===== src/rtl/out_buff_pkg.sv =====
// out_buff shared types and geometry.
// 8x8 byte transpose buffer: 16 columns in, 16 words out.
package out_buff_pkg;

  typedef enum logic {
    FILL  = 1'b0,
    DRAIN = 1'b1
  } state_e;

  localparam int ROWS          = 8;
  localparam int COLS          = 8;
  localparam int NUM_COLS_IN   = 16;
  localparam int NUM_WORDS_OUT = 16;

  localparam logic [3:0] LAST_COL  = 4'(NUM_COLS_IN - 1);
  localparam logic [3:0] LAST_WORD = 4'(NUM_WORDS_OUT - 1);

  typedef logic [7:0] byte_t;

  // Row hit by byte k of column col: col/8 + 2k.
  function automatic logic [2:0] wr_row(
    input logic [3:0] col,
    input logic [1:0] k
  );
    return {k, col[3]};
  endfunction

endpackage


===== src/rtl/out_buff_if.sv =====
// out_buff bus: column write port and drain port.
// master drives requests, slave is the buffer.
interface out_buff_if;

  logic        in_valid;
  logic        in_ready;
  logic [31:0] in_data;
  logic        out_valid;
  logic        out_ready;
  logic [31:0] out_data;
  logic [3:0]  out_addr;
  logic        out_last;
  logic        frame_done;

  modport master (
    output in_valid,
    output in_data,
    output out_ready,
    input  in_ready,
    input  out_valid,
    input  out_data,
    input  out_addr,
    input  out_last,
    input  frame_done
  );

  modport slave (
    input  in_valid,
    input  in_data,
    input  out_ready,
    output in_ready,
    output out_valid,
    output out_data,
    output out_addr,
    output out_last,
    output frame_done
  );

endinterface


===== src/rtl/out_buff_mem.sv =====
// out_buff storage: 8x8 bytes, one column write port,
// one combinational row-word read port.
module out_buff_mem
  import out_buff_pkg::*;
(
  input  logic        clk,
  input  logic        rst,
  input  logic        wr_en,
  input  logic [3:0]  wr_col,
  input  logic [31:0] wr_data,
  input  logic [3:0]  rd_word,
  output logic [31:0] rd_data
);

  byte_t mem_q [ROWS][COLS];
  byte_t mem_d [ROWS][COLS];

  // Scatter the four bytes of a column across rows c/8+2k.
  always_comb begin
    mem_d = mem_q;
    if (wr_en) begin
      for (int k = 0; k < 4; k++) begin
        mem_d[wr_row(wr_col, 2'(k))][wr_col[2:0]] =
          wr_data[8*k +: 8];
      end
    end
  end

  // Storage register, cleared on reset.
  always_ff @(posedge clk or posedge rst) begin
    if (rst) begin
      for (int r = 0; r < ROWS; r++) begin
        for (int c = 0; c < COLS; c++) begin
          mem_q[r][c] <= '0;
        end
      end
    end else begin
      mem_q <= mem_d;
    end
  end

  // Word w reads half a row: row w/2, cols (w%2)*4 .. +3.
  always_comb begin
    rd_data = '0;
    for (int b = 0; b < 4; b++) begin
      rd_data[8*b +: 8] = mem_q[rd_word[3:1]][{rd_word[0], 2'(b)}];
    end
  end

endmodule


===== src/rtl/out_buff.sv =====
// out_buff top: fill/drain FSM and counters around
// the transpose storage.
module out_buff
  import out_buff_pkg::*;
(
  input  logic      clk,
  input  logic      rst,
  out_buff_if.slave bus
);

  state_e     state_q, state_d;
  logic [3:0] wr_cnt_q, wr_cnt_d;
  logic [3:0] rd_cnt_q, rd_cnt_d;
  logic       frame_done_q, frame_done_d;

  logic       wr_fire;
  logic       rd_fire;
  logic [31:0] rd_data;

  assign wr_fire = bus.in_valid && (state_q == FILL);
  assign rd_fire = bus.out_ready && (state_q == DRAIN);

  // Next-state, counters and done pulse.
  always_comb begin
    state_d      = state_q;
    wr_cnt_d     = wr_cnt_q;
    rd_cnt_d     = rd_cnt_q;
    frame_done_d = 1'b0;
    unique case (state_q)
      FILL: begin
        if (wr_fire) begin
          wr_cnt_d = wr_cnt_q + 4'd1;
          if (wr_cnt_q == LAST_COL) begin
            state_d = DRAIN;
          end
        end
      end
      DRAIN: begin
        if (rd_fire) begin
          rd_cnt_d = rd_cnt_q + 4'd1;
          if (rd_cnt_q == LAST_WORD) begin
            state_d      = FILL;
            frame_done_d = 1'b1;
          end
        end
      end
      default: begin
        state_d = FILL;
      end
    endcase
  end

  // Control registers.
  always_ff @(posedge clk or posedge rst) begin
    if (rst) begin
      state_q      <= FILL;
      wr_cnt_q     <= '0;
      rd_cnt_q     <= '0;
      frame_done_q <= 1'b0;
    end else begin
      state_q      <= state_d;
      wr_cnt_q     <= wr_cnt_d;
      rd_cnt_q     <= rd_cnt_d;
      frame_done_q <= frame_done_d;
    end
  end

  out_buff_mem u_mem (
    .clk     (clk),
    .rst     (rst),
    .wr_en   (wr_fire),
    .wr_col  (wr_cnt_q),
    .wr_data (bus.in_data),
    .rd_word (rd_cnt_q),
    .rd_data (rd_data)
  );

  assign bus.in_ready   = (state_q == FILL);
  assign bus.out_valid  = (state_q == DRAIN);
  assign bus.out_data   = rd_data;
  assign bus.out_addr   = rd_cnt_q;
  assign bus.out_last   = (state_q == DRAIN) &&
                          (rd_cnt_q == LAST_WORD);
  assign bus.frame_done = frame_done_q;

endmodule


===== src/flat_wrapper.sv =====
// flat-port wrapper written by rule: the top's interface ports become plain ports
module out_buff_flat import out_buff_pkg::*;
  (clk, rst, bus_in_valid, bus_in_data, bus_out_ready, bus_in_ready, bus_out_valid, bus_out_data, bus_out_addr, bus_out_last, bus_frame_done);
  out_buff_if bus_i ();
  input  logic clk;
  input  logic rst;
  input wire logic [$bits(bus_i.in_valid)-1:0] bus_in_valid;
  input wire logic [$bits(bus_i.in_data)-1:0] bus_in_data;
  input wire logic [$bits(bus_i.out_ready)-1:0] bus_out_ready;
  output wire logic [$bits(bus_i.in_ready)-1:0] bus_in_ready;
  output wire logic [$bits(bus_i.out_valid)-1:0] bus_out_valid;
  output wire logic [$bits(bus_i.out_data)-1:0] bus_out_data;
  output wire logic [$bits(bus_i.out_addr)-1:0] bus_out_addr;
  output wire logic [$bits(bus_i.out_last)-1:0] bus_out_last;
  output wire logic [$bits(bus_i.frame_done)-1:0] bus_frame_done;
  assign bus_i.in_valid = bus_in_valid;
  assign bus_i.in_data = bus_in_data;
  assign bus_i.out_ready = bus_out_ready;
  assign bus_in_ready = bus_i.in_ready;
  assign bus_out_valid = bus_i.out_valid;
  assign bus_out_data = bus_i.out_data;
  assign bus_out_addr = bus_i.out_addr;
  assign bus_out_last = bus_i.out_last;
  assign bus_frame_done = bus_i.frame_done;
  out_buff u_core (.clk(clk), .rst(rst), .bus(bus_i));
endmodule

===== config.mk =====
export PLATFORM = sky130hd
export DESIGN_NAME = out_buff_flat
export DESIGN_NICKNAME = d
export VERILOG_FILES = /design/src/rtl/out_buff_pkg.sv /design/src/rtl/out_buff_if.sv /design/src/rtl/out_buff_mem.sv /design/src/rtl/out_buff.sv /design/src/flat_wrapper.sv
export SDC_FILE = /design/constraint.sdc
export NUM_CORES = 1
export LEC_CHECK = 0
export BUFFER_PORTS_ARGS = -buffer_cell sky130_fd_sc_hd__buf_2
export CORE_ASPECT_RATIO = 1.5
export CORE_UTILIZATION = 58
export CTS_BUF_LIST = sky130_fd_sc_hd__clkbuf_8
export DETAILED_ROUTE_END_ITERATION = 7
export GPL_TIMING_DRIVEN = 0
export PLACE_DENSITY = 0.79
export SYNTH_ARGS = -nofsm -noshare
export SYNTH_HDL_FRONTEND = slang
export SYNTH_SLANG_ARGS = --single-unit

===== constraint.sdc =====
create_clock -name clk -period 14.6 [get_ports clk]
set_input_delay 0.73 -clock clk [delete_from_list [all_inputs] [get_ports clk]]
set_output_delay 0.73 -clock clk [all_outputs]
set_load 0.01 [all_outputs]

==> After elaboration in Yosys (flattened, before gate mapping) <==
Cells that the tools add are included.
{ "totals": {"regBits": 522, "latch_bits": 0, "ramBits": 0, "romBits": 0, "in_bits": 36, "out_inout_bits": 40, "wordCells": 145, "memories": 0} }
{ "classes": {"addsub": 2, "n_mul": 0, "n_div": 0, "magnitude_cmp": 15, "n_eq_ne": 2, "shift": 0, "mux": 37, "bitwise": 11, "n_reduce_logical": 10} }
{ "ops": {"columns": ["op", "n"], "rows": [
  ["bitwise mux 512 bit", 4],
  ["demux 64 bit (select 3 bit)", 4],
  ["2-to-1 mux 64 bit", 6],
  ["binary-select mux 64 bit (select 3 bit)", 1],
  ["binary-select mux 8 bit (select 3 bit)", 4],
  ["2-to-1 mux 8 bit", 9],
  [">= comparator 4 bit, second input constant", 10],
  ["inverter 3 -> 4 bit", 8],
  ["demux 8 bit (select 3 bit)", 1],
  ["< comparator 4 x 1 -> 1 bit, second input constant", 5],
  ["adder 4 x 1 -> 4 bit, second input constant", 2],
  ["== test 4 bit, second input constant", 2],
  ["logical AND 1 bit", 8],
  ["2-to-1 mux 1 bit", 7],
  ["inverter 1 -> 4 bit", 1],
  ["inverter 2 -> 4 bit", 1],
  ["AND reduction 2 bit", 2],
  ["case mux 1 bit (2 select lines)", 1],
  ["inverter 1 bit", 1]
]} }

==> Depth between registers and ports, before layout <==
Gate-level depths: netlist (run 1).
{ "depth": {"word_depth": 11, "mapped_depth": 7, "depth_no_buf": 4} }

==> Cells and area by module <==
From an unflattened synthesis (run 1), not the netlist that was laid out.
{ "unflattened": {"cells_unflattened": 1439, "area_unflattened_um2": 23229.8} }
{ "by_module_without_submodules": {"columns": ["module", "n_inst", "cells_per_inst", "area_each_um2", "seq_area_each_um2"], "rows": [
  ["out_buff_mem", 1, 1405, 22776.8, 12812.3],
  ["out_buff", 1, 34, 452.9, 250.2]
]} }

==> Worst setup path before layout (run 1) <==
Ideal clock, no wire load.
{ "synth_path": {"kind": "flip-flop to output port", "from": "register u_core.rd_cnt_q[1], in the netlist u_core.bus.out_addr[1]", "to": "output bus_out_data[0]", "arrival_ns": 1.742, "setup_slack_ns": 12.128, "path_stages_with_launch": 7, "path_buffers": 3, "cell_sequence": "dfrtp_1 buf_2 buf_4 buf_2 mux4_2 a22oi_1 nand2_1"} }
{ "synth_via": {"elab_chain_cells": 7} }
{ "synth_lines": {"columns": ["element", "line_no", "rtl"], "rows": [
  ["start, declared", "out_buff.sv:13", "logic [3:0] rd_cnt_q, rd_cnt_d;"],
  ["start signal, assigned", "out_buff.sv:63", "rd_cnt_q <= rd_cnt_d;"],
  ["inverter 3 -> 4 bit (implied by the code)", "out_buff_mem.sv:46", "rd_data[8*b +: 8] = mem_q[rd_word[3:1]][{rd_word[0], 2'(b)}];"],
  ["binary-select mux 64 bit (select 3 bit)", "out_buff_mem.sv:46", null],
  ["2-to-1 mux 64 bit (implied by the code) (2 in series)", "out_buff_mem.sv:46", null],
  ["binary-select mux 8 bit (select 3 bit)", "out_buff_mem.sv:46", null],
  ["2-to-1 mux 8 bit (implied by the code) (2 in series)", "out_buff_mem.sv:46", null],
  ["end, declared", "flat_wrapper.sv:12", "output wire logic [$bits(bus_i.out_data)-1:0] bus_out_data;"]
]} }
No other way between the ends. The select of a mux whose other input is x is not followed.

==> Final worst setup path (run 1) <==
{ "layout_path": {"from": "register u_core.rd_cnt_q[2], in the netlist u_core.bus.out_addr[2]", "to": "output bus_out_data[20]"} }
Same word-level chain as after synthesis.

==> results of run 1 <==
## per-layer routing
layer	global-route usage	routed length, µm	share of wire
met1	0.418	25800	0.37
met2	0.548	33200	0.48
met3	0.0666	4490	0.065
met4	0.245	5370	0.078
met5	0	0	0
## where the power goes
| group | leakage [nW] | total (mW) | switching, mW | internal (mW) |
|---|---|---|---|---|
| combinational | 4.94 | 2.68 | 1.42 | 1.27 |
| sequential | 6.55 | 2.51 | 0.361 | 2.15 |
| clock | 0.881 | 1.20 | 0.569 | 0.634 |
## layout make-up
cell class,instances,area (µm²),area share
Inverter,4,18.8,0.000707
Antenna cell,1,2.50,0.0000942
Buffer,139,712,0.0268
Clock inverter,39,253,0.00952
Sequential cell,522,13100,0.492
Multi-Input combinational cell,918,9930,0.374
Timing Repair Buffer,89,656,0.0247
Tap cell,506,633,0.0238
Clock buffer,94,1290,0.0487
## flip-flops by register name (all words and copies together), names as in the netlist
name                   cells
u_core.bus.frame_done      1
u_core.bus.out_addr        4
u_core.bus.out_valid       1
u_core.u_mem.mem_q       512
u_core.wr_cnt_q            4
## per-stage QoR
stage | util | hold slack [ns] | cell area (µm²)
floorplan | - | 0.453 | 23700
global placement | 0.613 | 0.462 | 24700
detailed placement | 0.620 | 0.477 | 25000
CTS | 0.659 | 0.146 | 26600
global route | 0.659 | 0.182 | 26600
finish | 0.659 | 0.157 | 26600
## critical path, delay by kind of cell (launching register included)
kind / cells / cell delay [ns]
AO/OA/AOI/OAI: 1 / 0.18
buffers and inverters: 4 / 1.83
flip-flops: 1 / 0.36
multiplexers: 1 / 0.49
AND/OR/NAND/NOR: 1 / 0.14
## final timing paths
kind / startpoint / to / slack (ns)
max reg2reg: u_core.bus.out_addr[2]$_DFFE_PP0P_ / u_core.bus.out_valid$_DFF_PP0_ / 12.31
min in group clk: bus_out_ready / u_core.bus.frame_done$_DFF_PP0_ / 0.40
min reg2reg: u_core.u_mem.mem_q[476]$_DFFE_PP0P_ / u_core.u_mem.mem_q[476]$_DFFE_PP0P_ / 0.49
min: rst / u_core.u_mem.mem_q[382]$_DFFE_PP0P_ / 0.16
max: u_core.bus.out_addr[2]$_DFFE_PP0P_ / bus_out_data[20] / 10.20
max in group asynchronous: rst / u_core.u_mem.mem_q[330]$_DFFE_PP0P_ / 12.30
## cell families after synthesis
kind of cell	after synthesis	share of synthesized area
XOR/XNOR	5	0.00185
flip-flops	522	0.551
multiplexers	705	0.358
AND/OR/NAND/NOR	73	0.0150
buffers and inverters	143	0.0307
adder cells (fa/ha/maj)	4	0.00211
AO/OA/AOI/OAI	131	0.0412
## placed cells by master (no fill, tap or decap), types with 4 or more instances in the layout
master and count:
sky130_fd_sc_hd__dfrtp_1 522, sky130_fd_sc_hd__mux2_2 493, sky130_fd_sc_hd__buf_2 136, sky130_fd_sc_hd__mux2i_1 128, sky130_fd_sc_hd__clkbuf_8 94, sky130_fd_sc_hd__a221oi_1 64, sky130_fd_sc_hd__mux4_2 64, sky130_fd_sc_hd__nand2_1 49
sky130_fd_sc_hd__clkbuf_1 48, sky130_fd_sc_hd__o21ai_0 35, sky130_fd_sc_hd__a22oi_1 32, sky130_fd_sc_hd__inv_1 26, sky130_fd_sc_hd__buf_4 24, sky130_fd_sc_hd__mux2_1 20, sky130_fd_sc_hd__buf_12 14, sky130_fd_sc_hd__clkinv_2 9
sky130_fd_sc_hd__and3_1 6, sky130_fd_sc_hd__nor2b_1 4, sky130_fd_sc_hd__clkinvlp_4 4, sky130_fd_sc_hd__ha_1 4
==> flow_summary.json, run 1 <==
{
  "drcViolationCount": 0,
  "synth.net_count": 1623,
  "flow.area_growth_from_synthesis_pct": 12.0,
  "cts_buffer_depth": 3,
  "routed_via_density": 6.52,
  "synth_top_area_frac": 0.551,
  "ys_warn_count": 0,
  "setup.worst_path.end_class": "output port",
  "min-delay-path-class": "in2async",
  "cts.sink_count": 522,
  "timing.final.ws_setup_ns": 10.20,
  "timing.final.crit_period_ns": 4.40,
  "max_ir_drop_vdd_mv": 0.168,
  "fraction_of_final_layout_cells_with_drive_strength_greater_than_1": 0.471,
  "worst_setup_hold_path_clk_slew_ns": 0.06,
  "nets": 1791,
  "gr-usage-all-layers": 0.343,
  "worst-endpoint-required_ns": 13.87,
  "dpl.cell_count": 2178,
  "sequential_cell_area_fraction_in_the_yosys_report": 0.551,
  "final-hold-violation-count": 0,
  "power_density_mw_per_mm2": 241,
  "preCtsSetupSlack_ns": 10.96,
  "crit_path_start_kind": "register",
  "cts.hold.buffers_added": 0,
  "detail_route.wirelength_mm": 68.9,
  "placeable_core_region_mm2": 0.0403,
  "power_mw": 6.40,
  "setup_viol_count_final": 0,
  "synth_edf_count": 0,
  "final_cells": 2312,
  "slew_headroom": 0.232,
  "post-synth-top-area-cell": "sky130_fd_sc_hd__dfrtp_1",
  "worst_path_max_delay_cell": "sky130_fd_sc_hd__buf_1",
  "cts_inserted_buffers": 77,
  "cts_post_setup_buffers_inserted": 0,
  "cts-root-buf": "sky130_fd_sc_hd__clkbuf_8",
  "cts_tree": "built",
  "effective_utilization_at_floorplan": 0.588,
  "reg2reg_depth": 6,
  "synth.avg_cell_area_um2": 15.0,
  "n_fill_cell": 2955,
  "post-dp-hpwl_mm": 50.0,
  "synth_area_mm2": 0.0237,
  "cts_max_level": 3,
  "ios": 76,
  "critPathKind": "reg2out",
  "clock_skew_after_layout_ns": 0.0249,
  "die_h_um": 250,
  "run_status": "complete, no violations",
  "leakagePower_nw": 12.4,
  "grt_first_pass_wirelength_mm": 103,
  "post_cts_resize_count": 0,
  "max-cap-violations": 0,
  "ys_async_sr_fraction": 1.00,
  "largest_net_degree_at_the_start_of_global_routing": 46,
  "final.setup.tns_ns": 0,
  "critical_path.max_stage_delay_ns": 0.81,
  "synthMostInstantiatedCell": "sky130_fd_sc_hd__dfrtp_1",
  "syn-instance-count": 1583,
  "ys_types": 30,
  "row_count": 90,
  "synthTopCellsByArea": "sky130_fd_sc_hd__dfrtp_1 55%, sky130_fd_sc_hd__mux2_2 23%, sky130_fd_sc_hd__mux4_2 6.1%",
  "clkLatencyLatePin_ns": 0.65,
  "die_w_um": 167,
  "dr.first_iter.drc_count": 1383,
  "drtAntennaViolNets": 0,
  "most_used_cell_along_the_critical_path": "sky130_fd_sc_hd__buf_2",
  "wire_per_inst_um": 29.8,
  "ys_seq_elements": 522,
  "max_freq_ghz": 0.227,
  "antenna_found_initial": 1,
  "cp_data_arrival_time_ns": 3.67,
  "worstPathCellList": "clkbuf_1 > buf_2 > buf_1 > mux4_2 > a22oi_1 > nand2_1 > buf_2",
  "critPathMaxFanout": 10,
  "detailroute.via_count": 15100,
  "timing_max_transition_violations_final": 0,
  "ys_top_cells_by_count": "522 x sky130_fd_sc_hd__dfrtp_1, 493 x sky130_fd_sc_hd__mux2_2, 128 x sky130_fd_sc_hd__mux2i_1, 64 x sky130_fd_sc_hd__a221oi_1, 64 x sky130_fd_sc_hd__mux4_2",
  "post-route-period-util": 0.301,
  "dominantRegCellSynth": "sky130_fd_sc_hd__dfrtp_1",
  "design.die.area_mm2": 0.0417,
  "iteration_count_of_the_initial_detailed_routing_pass": 5,
  "number_of_buffers_added_on_ports": 75,
  "grt_setup_unrepaired": "false",
  "timing_worst_slew_pin_value_ns": 1.15,
  "gp_congestion": 0.975,
  "vias_in_the_first_global_route": 15900,
  "grt-ovfl-total": 0
}
(Power assumes the default switching activity.)
==> run 2, diff against run 1 <==
Clock period 14.6 ns to 3.7 ns, I/O delays scaled along.
==> flow_summary.json, run 2 (synthesis results as in run 1) <==
{
  "critPathMaxFanout": 10,
  "cts_buffer_depth": 3,
  "grt_setup_unrepaired": "false",
  "design.die.area_mm2": 0.0417,
  "cts.sink_count": 522,
  "vias_in_the_first_global_route": 16000,
  "crit_path_start_kind": "register",
  "worst-endpoint-required_ns": 3.51,
  "iteration_count_of_the_initial_detailed_routing_pass": 6,
  "dpl.cell_count": 2178,
  "placeable_core_region_mm2": 0.0403,
  "cts_max_level": 3,
  "worst_setup_hold_path_clk_slew_ns": 0.07,
  "cts_post_setup_buffers_inserted": 0,
  "setup_viol_count_final": 0,
  "final_core_util": 0.669,
  "final-hold-violation-count": 0,
  "dr.first_iter.drc_count": 1244,
  "gp_congestion": 0.975,
  "ios": 76,
  "row_count": 90,
  "die_h_um": 250,
  "leakagePower_nw": 12.5,
  "holdWs_ns": 0.145,
  "detailroute.via_count": 15200,
  "cts-root-buf": "sky130_fd_sc_hd__clkbuf_8",
  "grt-ovfl-total": 0,
  "cp_data_arrival_time_ns": 3.46,
  "post-dp-hpwl_mm": 50.0,
  "drtAntennaViolNets": 0,
  "largest_register_ff_count": 512,
  "register_area_mm2": 0.0131,
  "cts_inserted_buffers": 77,
  "wire_per_inst_um": 29.5,
  "clkLatencyLatePin_ns": 0.65,
  "timing_max_transition_violations_final": 0,
  "max_ir_drop_vdd_mv": 0.672,
  "gr-usage-all-layers": 0.344,
  "n_fill_cell": 2924,
  "critPathKind": "reg2out",
  "max-cap-violations": 0,
  "routed_via_density": 6.46,
  "min-delay-path-class": "in2async",
  "max_freq_ghz": 0.275,
  "fraction_of_final_layout_cells_with_drive_strength_greater_than_1": 0.467,
  "regMostFlops": "u_core.u_mem.mem_q",
  "effective_utilization_at_floorplan": 0.588,
  "run_status": "complete, no violations",
  "die_w_um": 167,
  "cts_tree": "built",
  "grt_first_pass_wirelength_mm": 103,
  "multi_input_area_mm2": 0.00997,
  "detail_route.wirelength_mm": 69.2,
  "most-common-layout-cells": "522 x sky130_fd_sc_hd__dfrtp_1, 493 x sky130_fd_sc_hd__mux2_2, 136 x sky130_fd_sc_hd__buf_2",
  "timing.final.crit_period_ns": 3.64,
  "post-route-period-util": 0.984,
  "antenna_found_initial": 1,
  "final_cells": 2347,
  "ff2ff_setup_slack_ns": 1.41,
  "power_density_mw_per_mm2": 940,
  "largest_net_degree_at_the_start_of_global_routing": 46,
  "setup.worst_path.end_class": "output port",
  "flow.area_growth_from_synthesis_pct": 13.7,
  "clock_skew_after_layout_ns": 0.0242,
  "mostFrequentLayoutCell": "sky130_fd_sc_hd__dfrtp_1",
  "drcViolationCount": 0,
  "slew_headroom": 0.276,
  "nets": 1826,
  "final.setup.tns_ns": 0,
  "power_mw": 25.3,
  "number_of_buffers_added_on_ports": 75,
  "timing_worst_slew_pin_value_ns": 1.09
}
run 2: changes by cell type in the layout (fill, tap and decap cells not counted):
cell,previous run,this run
sky130_fd_sc_hd__a221oi_2,0,7
sky130_fd_sc_hd__a221oi_1,64,57
sky130_fd_sc_hd__dlygate4sd3_1,0,35
sky130_fd_sc_hd__buf_1,2,0
sky130_fd_sc_hd__clkdlybuf4s15_2,0,1
sky130_fd_sc_hd__clkbuf_2,1,2
run 2: critical path, cell delays in order, from the launching register on:
cell	delay, ns
sky130_fd_sc_hd__dfrtp_1	0.37
sky130_fd_sc_hd__buf_2	0.19
sky130_fd_sc_hd__buf_4	0.27
sky130_fd_sc_hd__buf_2	0.39
sky130_fd_sc_hd__mux2i_1	0.22
sky130_fd_sc_hd__a221oi_1	0.88
sky130_fd_sc_hd__o21ai_0	0.19
sky130_fd_sc_hd__nand2_1	0.14
sky130_fd_sc_hd__buf_2	0.14
run 2: stage by stage:
| step | instance area [µm²] | worst slack [ns] |
|---|---|---|
| floorplan | 23700 | -3.58 |
| global placement | 24700 | -6.05 |
| detailed placement | 25000 | 0.602 |
| CTS | 26900 | 0.0216 |
| global route | 27000 | 0.00631 |
| finish | 27000 | 0.0591 |
run 2: area by class of cell:
| cell class | count | share of cell area |
|---|---|---|
| buffer | 139 | 0.0267 |
| inverter | 4 | 0.000696 |
| clock inverter | 39 | 0.00937 |
| clock buffer | 94 | 0.0480 |
| tap | 506 | 0.0235 |
| antenna | 1 | 0.0000928 |
| multi-input combinational | 918 | 0.370 |
| sequential | 522 | 0.485 |
| timing repair buffer | 124 | 0.0373 |
run 2: per-layer routing:
metal	global-route usage	vias up	share of wire
met3	0.0641	199	0.067
met2	0.553	643	0.48
met1	0.422	8030	0.37
met4	0.239	0	0.075
met5	0	-	0
li1	-	6292	-
run 2: worst paths after layout:
| check | from | end | cells after the start |
|---|---|---|---|
| worst min register to register | u_core.u_mem.mem_q[476]$_DFFE_PP0P_ | u_core.u_mem.mem_q[476]$_DFFE_PP0P_ | 1 |
| worst max-delay path | u_core.bus.out_addr[1]$_DFFE_PP0P_ | bus_out_data[14] | 8 |
| worst min-delay path | rst | u_core.u_mem.mem_q[382]$_DFFE_PP0P_ | 3 |
| min in group clk | bus_in_data[6] | u_core.u_mem.mem_q[406]$_DFFE_PP0P_ | 3 |
| worst max register to register | u_core.bus.out_addr[2]$_DFFE_PP0P_ | u_core.bus.out_valid$_DFF_PP0_ | 6 |
| max in group asynchronous | rst | u_core.u_mem.mem_q[330]$_DFFE_PP0P_ | 10 |
run 2: report_power, final:
part	total (mW)	switching, mW	internal, mW	leakage [nW]
registers	9.91	1.43	8.48	6.55
clock network	4.75	2.24	2.50	0.881
logic	10.7	5.63	5.05	5.11
total	25.3	9.30	16.0	12.5
run 2: what timing repair did:
action,in CTS,in global routing
gates resized for setup,3,8
hold endpoints to repair,245,0
hold buffers,35,0
endpoints found under the setup margin,10,13
gates cloned,0,0
